--- src/rtl/pwm_fade_ctrl.sv ---
// pwm_fade_ctrl: tick prescaler, PWM period counter and a duty-cycle fade
// controller. A fade command ramps the duty one LSB at a time toward a target,
// moving only at PWM period boundaries so the PWM output never glitches.
module pwm_fade_ctrl #(
    parameter int R    = 8,
    parameter int bits = 4
) (
    input  logic            clk,
    input  logic            rst_n,
    input  logic            enable,
    input  logic [bits-1:0] final_value,
    input  logic            cmd_valid,
    output logic            cmd_ready,
    input  logic [R-1:0]    cmd_target,
    input  logic [7:0]      cmd_step_div,
    input  logic            abort,
    output logic            tick,
    output logic [R-1:0]    duty,
    output logic            period_end,
    output logic            busy,
    output logic            done
);

    localparam logic [R-1:0] MAX_VAL = '1;

    typedef enum logic {
        IDLE = 1'b0,
        RAMP = 1'b1
    } state_t;

    state_t          state;
    logic [bits-1:0] pre_cnt;
    logic [R-1:0]    pcnt;
    logic [7:0]      scnt;
    logic [R-1:0]    target;
    logic [7:0]      step_div;
    logic [R-1:0]    duty_next;

    // Strobes are decoded from the counters; rst_n keeps them low while the
    // block is held in reset even if enable is already high.
    assign tick       = rst_n & enable & (pre_cnt == final_value);
    assign period_end = tick & (pcnt == MAX_VAL);
    assign cmd_ready  = (state == IDLE);
    assign busy       = (state == RAMP);

    // Prescaler: wraps at final_value, or at once if final_value was lowered
    // below the current count (that wrap produces no tick).
    always_ff @(posedge clk or negedge rst_n) begin
        // NOTE: sequential state uses non-blocking assignments so every
        // register samples pre-edge values regardless of block ordering.
        if (!rst_n) begin
            pre_cnt <= '0;
        end else if (enable) begin
            if (pre_cnt >= final_value) begin
                pre_cnt <= '0;
            end else begin
                pre_cnt <= pre_cnt + 1'b1;
            end
        end
    end

    // PWM period counter advances once per tick and wraps naturally.
    always_ff @(posedge clk or negedge rst_n) begin
        if (!rst_n) begin
            pcnt <= '0;
        end else if (tick) begin
            pcnt <= pcnt + 1'b1;
        end
    end

    // Next duty value: one LSB toward target, saturating at both ends.
    always_comb begin
        // NOTE: default assignment first so no path leaves duty_next
        // unassigned, which would otherwise infer a latch.
        duty_next = duty;
        if ((target > duty) && (duty != MAX_VAL)) begin
            duty_next = duty + 1'b1;
        end else if ((target < duty) && (duty != '0)) begin
            duty_next = duty - 1'b1;
        end
    end

    // Fade FSM: command acceptance, step pacing, abort and done pulse.
    always_ff @(posedge clk or negedge rst_n) begin
        if (!rst_n) begin
            state    <= IDLE;
            scnt     <= '0;
            duty     <= '0;
            target   <= '0;
            step_div <= '0;
            done     <= 1'b0;
        end else begin
            done <= 1'b0;
            case (state)
                IDLE: begin
                    // abort is ignored here; a command always wins
                    if (cmd_valid) begin
                        target   <= cmd_target;
                        step_div <= cmd_step_div;
                        if (cmd_target != duty) begin
                            state <= RAMP;
                            scnt  <= '0;
                        end else begin
                            done <= 1'b1;
                        end
                    end
                end
                RAMP: begin
                    // abort has priority over a coincident step
                    if (abort) begin
                        state <= IDLE;
                    end else if (period_end) begin
                        if (scnt < step_div) begin
                            scnt <= scnt + 1'b1;
                        end else begin
                            scnt <= '0;
                            duty <= duty_next;
                            if (duty_next == target) begin
                                state <= IDLE;
                                done  <= 1'b1;
                            end
                        end
                    end
                end
                default: state <= IDLE;
            endcase
        end
    end

endmodule

--- config.mk ---
export PLATFORM = sky130hd
export DESIGN_NAME = pwm_fade_ctrl
export DESIGN_NICKNAME = d
export VERILOG_FILES = /design/src/rtl/pwm_fade_ctrl.sv
export SDC_FILE = /design/constraint.sdc
export NUM_CORES = 1
export LEC_CHECK = 0
export ABC_CLOCK_PERIOD_IN_PS = 4000
export CELL_PAD_IN_SITES_DETAIL_PLACEMENT = 1
export CELL_PAD_IN_SITES_GLOBAL_PLACEMENT = 1
export CORE_MARGIN = 10
export CORE_UTILIZATION = 43
export DETAILED_ROUTE_END_ITERATION = 10
export PLACE_DENSITY_LB_ADDON = 0.1
export SYNTH_ARGS = -nofsm -noshare
export SYNTH_HDL_FRONTEND = slang
export SYNTH_SLANG_ARGS = --single-unit
--- constraint.sdc ---
create_clock -name clk -period 4 [get_ports clk]
set_input_delay 1.2 -clock clk [delete_from_list [all_inputs] [get_ports clk]]
set_output_delay 1.2 -clock clk [all_outputs]
set_load 0.01 [all_outputs]
# After elaboration in Yosys (flattened, before gate mapping)
# Cells that the tools add are included.
# totals
register_bits,46
input_bits,25
out_inout_bits,13
wordCells,61
# op_classes
addsub,5
order_cmp,4
eq_ne,9
n_mux,23
n_bitwise,6
reduce_logical,6
# op_table
cell,count
$mux 8,7
$add 8x1->8 const B,3
$lt 8x8->1,2
$pmux 8 s2,1
$mux 1,12
$eq 8x8->1,1
$eq 8x8->1 const B,1
$gt 8x8->1,1
$ne 8x8->1,1
$ne 8x8->1 const B,1
$reduce_and 4->1,2
$reduce_bool 8->1,1
$sub 8x1->8 const B,1
$ne 2x2->1 const B,3
$add 4x1->4 const B,1
$eq 4x4->1,1
$ge 4x4->1,1
$mux 4,1
$pmux 1 s2,2
$and 1x1->1,3
$not 1->1,3
$logic_and 1x1->1,2
$ne 2x1->1 const B,1
$reduce_and 2->1,1

# Logic depth before layout (Yosys ltp)
# Gate-level depths: netlist of the first run.
# logic_depth
depth_word,10
mapped_depth,12
depth_no_buf,10

# Worst setup path after synthesis of the first run
# Ideal clock, no wire load.
# synth_path
path_kind,input port to output port
from,in final_value[3]
to,out period_end
arrival_time_ns,2.336
required_time_ns,2.800
path_slack_ns,0.464
cell_stages,5
path_buffers,0
cell_sequence,inv_1 -> ha_1 -> nand4_1 -> nor2_1 -> and4_1
# synth_via
elab_chain_len,3
# synth_lines
item,line_no,rtl
"start, declared",11,"input logic [bits-1:0] final_value,"
$eq 4x4->1,41,assign tick = rst_n & enable & (pre_cnt == final_value);
$and 1x1->1,41,
named net tick,17,"output logic tick,"
$and 1x1->1,42,assign period_end = tick & (pcnt == MAX_VAL);
"end, declared",19,"output logic period_end,"
# The timed path passes the listed nets, and every way through them passes these cells.

# Worst setup path after layout of the first run
# layout_path
from,in final_value[1]
to,out tick
# layout_via
elab_chain_len,2
# layout_lines
item,line_no
$eq 4x4->1,41
$and 1x1->1,41
"end, declared",17
# No other way between the ends.

==> results.toml, run 1 <==
[power_and_ir_drop]
pwr-share-clk_pct = 25.4
total_power_mw = 1.416
ir_worst_vdd_uv = 170.7
leakagePower_nw = 1.633
swShare_pct = 34.54
pwr-share-seq_pct = 42.5
p_comb_share_pct = 32.1
power_density_nw_per_um2 = 378.3
p_int_mw = 0.9267
p_switching_mw = 0.4890

[clock_network]
htreeDepth = 2
ctsHoldBuffers = 0
post_cts_buffers = 0
cts_buffers = 5
clk_path_buf_depth = 2
clk_latency_ns = 0.31
root_buffer = "clkbuf_8"
path_clk_slew_ns = 0.09
clock-sinks = 46
cts_tree = "done"

[grt]
grt_pass1_wl_um = 14830
grt-ovfl-total = 0
grt_pass1_vias = 2995
grt_max_degree = 47
grt_usage_pct = 15.99
antenna_found_initial = 0

[sta]
finalSetupViolations = 0
drv_slew = 0
min_period_over_period_pct = 96.99
layout_setup_ws_ns = 0.1205
layout_min_cycle_time_ns = 3.879
fin_tns_setup_ns = 0
slew_headroom_pct = 44.95
fmax_ghz = 0.2578
rsz0062_at_grt = "no"
clock_skew_ns = 0.007297
worst_pin_slew_ns = 0.8050
finalHoldViolations = 0

[place]
dpl_worst_slack_ns = -0.2851
hpwl_um = 6572
place_congestion = 0.9028
place.port_buffers = 37
post_dp_cell_area_sq_um = 3631

[synth]
yosysTopAreaCell = "dfrtp_1"
synth_edf_count = 0
synth_cells = 350
synthTopCellsByCount = "dfrtp_1 (46), nand2_1 (44), o21ai_0 (31)"
synthesis.area_sq_um = 3136
synthArstFlopShare_pct = 100.0
synth_seq_cells = 46
ys_top_cells_by_area = "dfrtp_1 (37%), ha_1 (10%), nand2_1 (5.3%), xnor2_1 (5.0%), o21ai_0 (4.9%)"
synth.net_count = 400
synth_warnings = 0
synth_top_area_share_pct = 36.71
synth.avg_cell_area_sq_um = 8.959
ys.flop_type = "dfrtp_1"
yosysUniqueCellTypes = 54
synth.most_common_cell = "dfrtp_1"
ys_seq_area_share_pct = 36.71

[floorplanning]
die_w_um = 105.4
dieArea_sq_um = 11110
die_y_um = 105.4
core_sq_um = 7176
pin_count = 38
initial_core_util_pct = 43.70
fp-row-count = 31

[worst_setup_path]
cpMaxStageDelayCell = "clkdlybuf4s50_1"
required_ns = 2.80
startpoint_type = "input port"
crit_path_max_incr_delay_ns = 0.45
crit_arrival_ns = 2.68
cp-end-kind = "output pin"
cp_cell_sequence = "clkdlybuf4s50_1, inv_1, ha_1, nand4_1, nor2_2, buf_4, dlygate4sd2_1"
crit_fanout = 8
criticalPathCategory = "in -> out"

[finish]
fin_nets = 440
fin_area_sq_um = 3742
area_delta_synth_final_pct = 19.35
diodes = 0
drive_gt1_share_pct = 9.207
final_util_pct = 52.15

[drt]
wirelength_um = 8481
drtIter0Drc = 97
vias_per_cell = 5.537
ant_nets = 0
wl_per_cell_um = 17.31
dr.pass1.iters = 4
drc = 0
vias = 2713

[flow_run]
maxCapViolCount = 0

[hold_path]
hold_path.class = "reg -> reg"

[status]
status = "complete, no violations"
logic make-up (layout without fill, tap and decap cells):
family                   Yosys count  after routing  share of synthesized area [%]
AND/OR/NAND/NOR                  112            112                          18.24
XOR/XNOR                          29             29                          8.100
flip-flops                        46             46                          36.71
AO/OA/AOI/OAI                     87             87                          17.96
buffers and inverters             40             81                          5.147
multiplexers                      11             11                          3.871
adder cells (fa/ha/maj)           25             25                          9.976
power groups by stage:
stage / combinational (mW) / sequential, mW / clock [mW]
2_1_floorplan: 0.315 / 0.591 / 0
3_3_place_gp: 0.426 / 0.606 / 0
3_5_place_dp: 0.455 / 0.610 / 0
4_1_cts: 0.458 / 0.602 / 0.372
5_1_grt: 0.522 / 0.614 / 0.391
6_report: 0.454 / 0.602 / 0.360
state kept, by name, summed over array words and instances (netlist names):
name	count
duty	8
pcnt	8
scnt	8
step_div	8
target	8
pre_cnt	4
busy	1
done	1
per-stage QoR:
| stage | std cells | hold WS [ns] |
|---|---|---|
| 2_1_floorplan | 350 | 0.4381 |
| 3_5_place_dp | 482 | 0.4588 |
| 3_3_place_gp | 482 | 0.4558 |
| 6_report | 490 | 0.4729 |
| 5_1_grt | 490 | 0.5002 |
| 4_1_cts | 490 | 0.4740 |
per-layer routing:
layer	up-vias	global-route usage, %	routed length [um]
met5	-	0	0
met4	0	4.412	140
met3	10	3.228	300
met2	43	26.40	3945
met1	1337	20.69	4095
li1	1323	-	-
final cells by class:
cell class                      count  area, sq um
Tap cell                           99        123.9
Clock buffer                        5        68.82
Clock inverter                      3        43.79
Sequential cell                    46         1151
Fill cell                         846         3433
Inverter                           28        105.1
Timing Repair Buffer               45        419.2
Multi-Input combinational cell    264         1831
cells in the final DEF (no fill, tap or decap), types with 10 or more instances in the layout:
cell type / instances
xnor2_1: 18
ha_1: 25
inv_1: 28
o21ai_0: 31
nand3_1: 10
xor2_1: 11
and3_1: 10
nand2_1: 44
dfrtp_1: 46
clkdlybuf4s50_1: 34
a21oi_1: 15
worst max-delay path: cells and delay by family:
family        cells  cell delay, ns
simple gates      2            0.22
buf+inv           4            0.95
fa+ha+maj         1            0.31
path summary, 6_finish.rpt:
| check | start | endpoint | slack (ns) | cells after the start |
|---|---|---|---|---|
| max in group asynchronous | rst_n | target[0] | 2.51 | 2 |
| min | pcnt[4] | pcnt[4] | 0.47 | 1 |
| max | final_value[1] | tick | 0.12 | 7 |
| max reg2reg | duty[1] | done | 0.73 | 10 |
| min reg2reg | pcnt[4] | pcnt[4] | 0.47 | 1 |
| min in group asynchronous | rst_n | step_div[3] | 1.08 | 2 |
what timing repair did:
action | 4_1_cts | 5_1_grt
setup endpoints to repair | 2 | 2
pin swaps | 0 | 0
hold endpoints to repair | 0 | 0
gates resized for setup | 3 | 3
Power figures use the tool's default switching activity.
==> inputs of run 2 (changes only) <==
==> constraint.sdc (replaced) <==
create_clock -name clk -period 4 [get_ports clk]
set_input_delay 0.4 -clock clk [delete_from_list [all_inputs] [get_ports clk]]
set_output_delay 0.4 -clock clk [all_outputs]
set_load 0.01 [all_outputs]
==> results.toml, run 2 (synthesized netlist as in run 1, its figures left out) <==
[status]
status = "complete, no violations"

[grt]
grt_pass1_wl_um = 14350
grt_usage_pct = 15.70
antenna_found_initial = 0
grt-ovfl-total = 0
grt_max_degree = 47
grt_pass1_vias = 2815

[drt]
wirelength_um = 8551
wl_per_cell_um = 17.63
ant_nets = 0
drc = 0
dr.pass1.iters = 4
drtIter0Drc = 68
vias_per_cell = 5.555
vias = 2694

[floorplanning]
core_sq_um = 7176
pin_count = 38
fp-row-count = 31
initial_core_util_pct = 43.70
die_w_um = 105.4
dieArea_sq_um = 11110
die_y_um = 105.4

[sta]
holdWs_ns = 0.2652
drv_slew = 0
min_period_over_period_pct = 82.83
layout_min_cycle_time_ns = 3.313
fin_tns_setup_ns = 0
fmax_ghz = 0.3018
rsz0062_at_grt = "no"
worst_pin_slew_ns = 0.8754
clock_skew_ns = 0.01098
slew_headroom_pct = 40.13
finalSetupViolations = 0
finalHoldViolations = 0

[finish]
diodes = 0
fin_nets = 436
final_common_cell = "dfrtp_1"
fillerInstances = 841
drive_gt1_share_pct = 6.995
area_delta_synth_final_pct = 17.40
final_cell_mix = "dfrtp_1 (46), nand2_1 (44), clkdlybuf4s50_1 (36), o21ai_0 (31), inv_1 (28)"
final_cells = 485

[place]
dp.cells = 478
hpwl_um = 6762
place.port_buffers = 37
place_congestion = 0.8757

[power_and_ir_drop]
power_density_nw_per_um2 = 359.9
total_power_mw = 1.325
leakagePower_nw = 1.584
ir_worst_vdd_uv = 205.1

[worst_setup_path]
crit_path_max_incr_delay_ns = 0.63
crit_fanout = 11
crit_arrival_ns = 3.51
critical_path_buf_inv_count = 1
cp_cell_sequence = "inv_1, ha_1, nor2b_1, o211ai_1, a21oi_1, or4_1, and3_1, o211ai_1, nor4_2, a31o_1"
cp-end-kind = "flip-flop"
crit_top_cell = "o211ai_1"
critPathTopFamily = "compound AO/OA/AOI/OAI gates"
startpoint_type = "flip-flop"
required_ns = 4.20
cpMaxStageDelayCell = "or4_1"
criticalPathCategory = "reg -> reg"

[clock_network]
clock-sinks = 46
ctsHoldBuffers = 0
post_cts_buffers = 0
cts_tree = "done"
root_buffer = "clkbuf_8"
htreeDepth = 2
cts_resized = 0
path_clk_slew_ns = 0.09
clk_latency_ns = 0.30
cts_buffers = 5
clk_path_buf_depth = 2

[hold_path]
hold_path.class = "in -> async"

[flow_run]
maxCapViolCount = 0
## run 2: area by class of cell
cell class | count | area, sq um | share of cell area [%]
multi-input cells | 264 | 1826 | 49.59
flip-flops and latches | 46 | 1151 | 31.27
repair buffers | 41 | 395.4 | 10.74
well taps | 99 | 123.9 | 3.365
inverters | 28 | 105.1 | 2.855
clock buffers | 6 | 72.57 | 1.971
clock inverters | 1 | 7.507 | 0.2039
## run 2: power breakdown
part / switching [mW] / internal (mW)
sequential: 0.0666 / 0.536
clock: 0.158 / 0.120
combinational: 0.243 / 0.202
## run 2: through the flow
| step | setup WS (ns) | utilization (%) | area [sq um] |
|---|---|---|---|
| 4_1_cts | 0.6964 | 51.30 | 3681 |
| 2_1_floorplan | 1.138 | - | 3136 |
| 3_5_place_dp | 0.7323 | 50.18 | 3601 |
| 3_3_place_gp | 0.7853 | 50.18 | 3601 |
| 5_1_grt | 0.3874 | 51.30 | 3681 |
| 6_report | 0.6867 | 51.30 | 3681 |
## run 2: layer usage
layer,GRT usage (%),wire [um],vias up
met5,0,0,-
met4,4.314,99,0
met3,3.654,434,10
met2,26.13,4004,51
met1,19.85,4012,1319
li1,-,-,1314
## run 2: final timing paths
check | startpoint | end | slack [ns] | cells after the start
setup / recovery | duty[1] | done | 0.69 | 10
hold / removal | rst_n | step_div[2] | 0.27 | 2
setup reg to reg | duty[1] | done | 0.69 | 10
hold reg to reg | pcnt[4] | pcnt[4] | 0.48 | 1
max in group asynchronous | rst_n | pre_cnt[3] | 3.32 | 2
min in group clk | pcnt[4] | pcnt[4] | 0.48 | 1
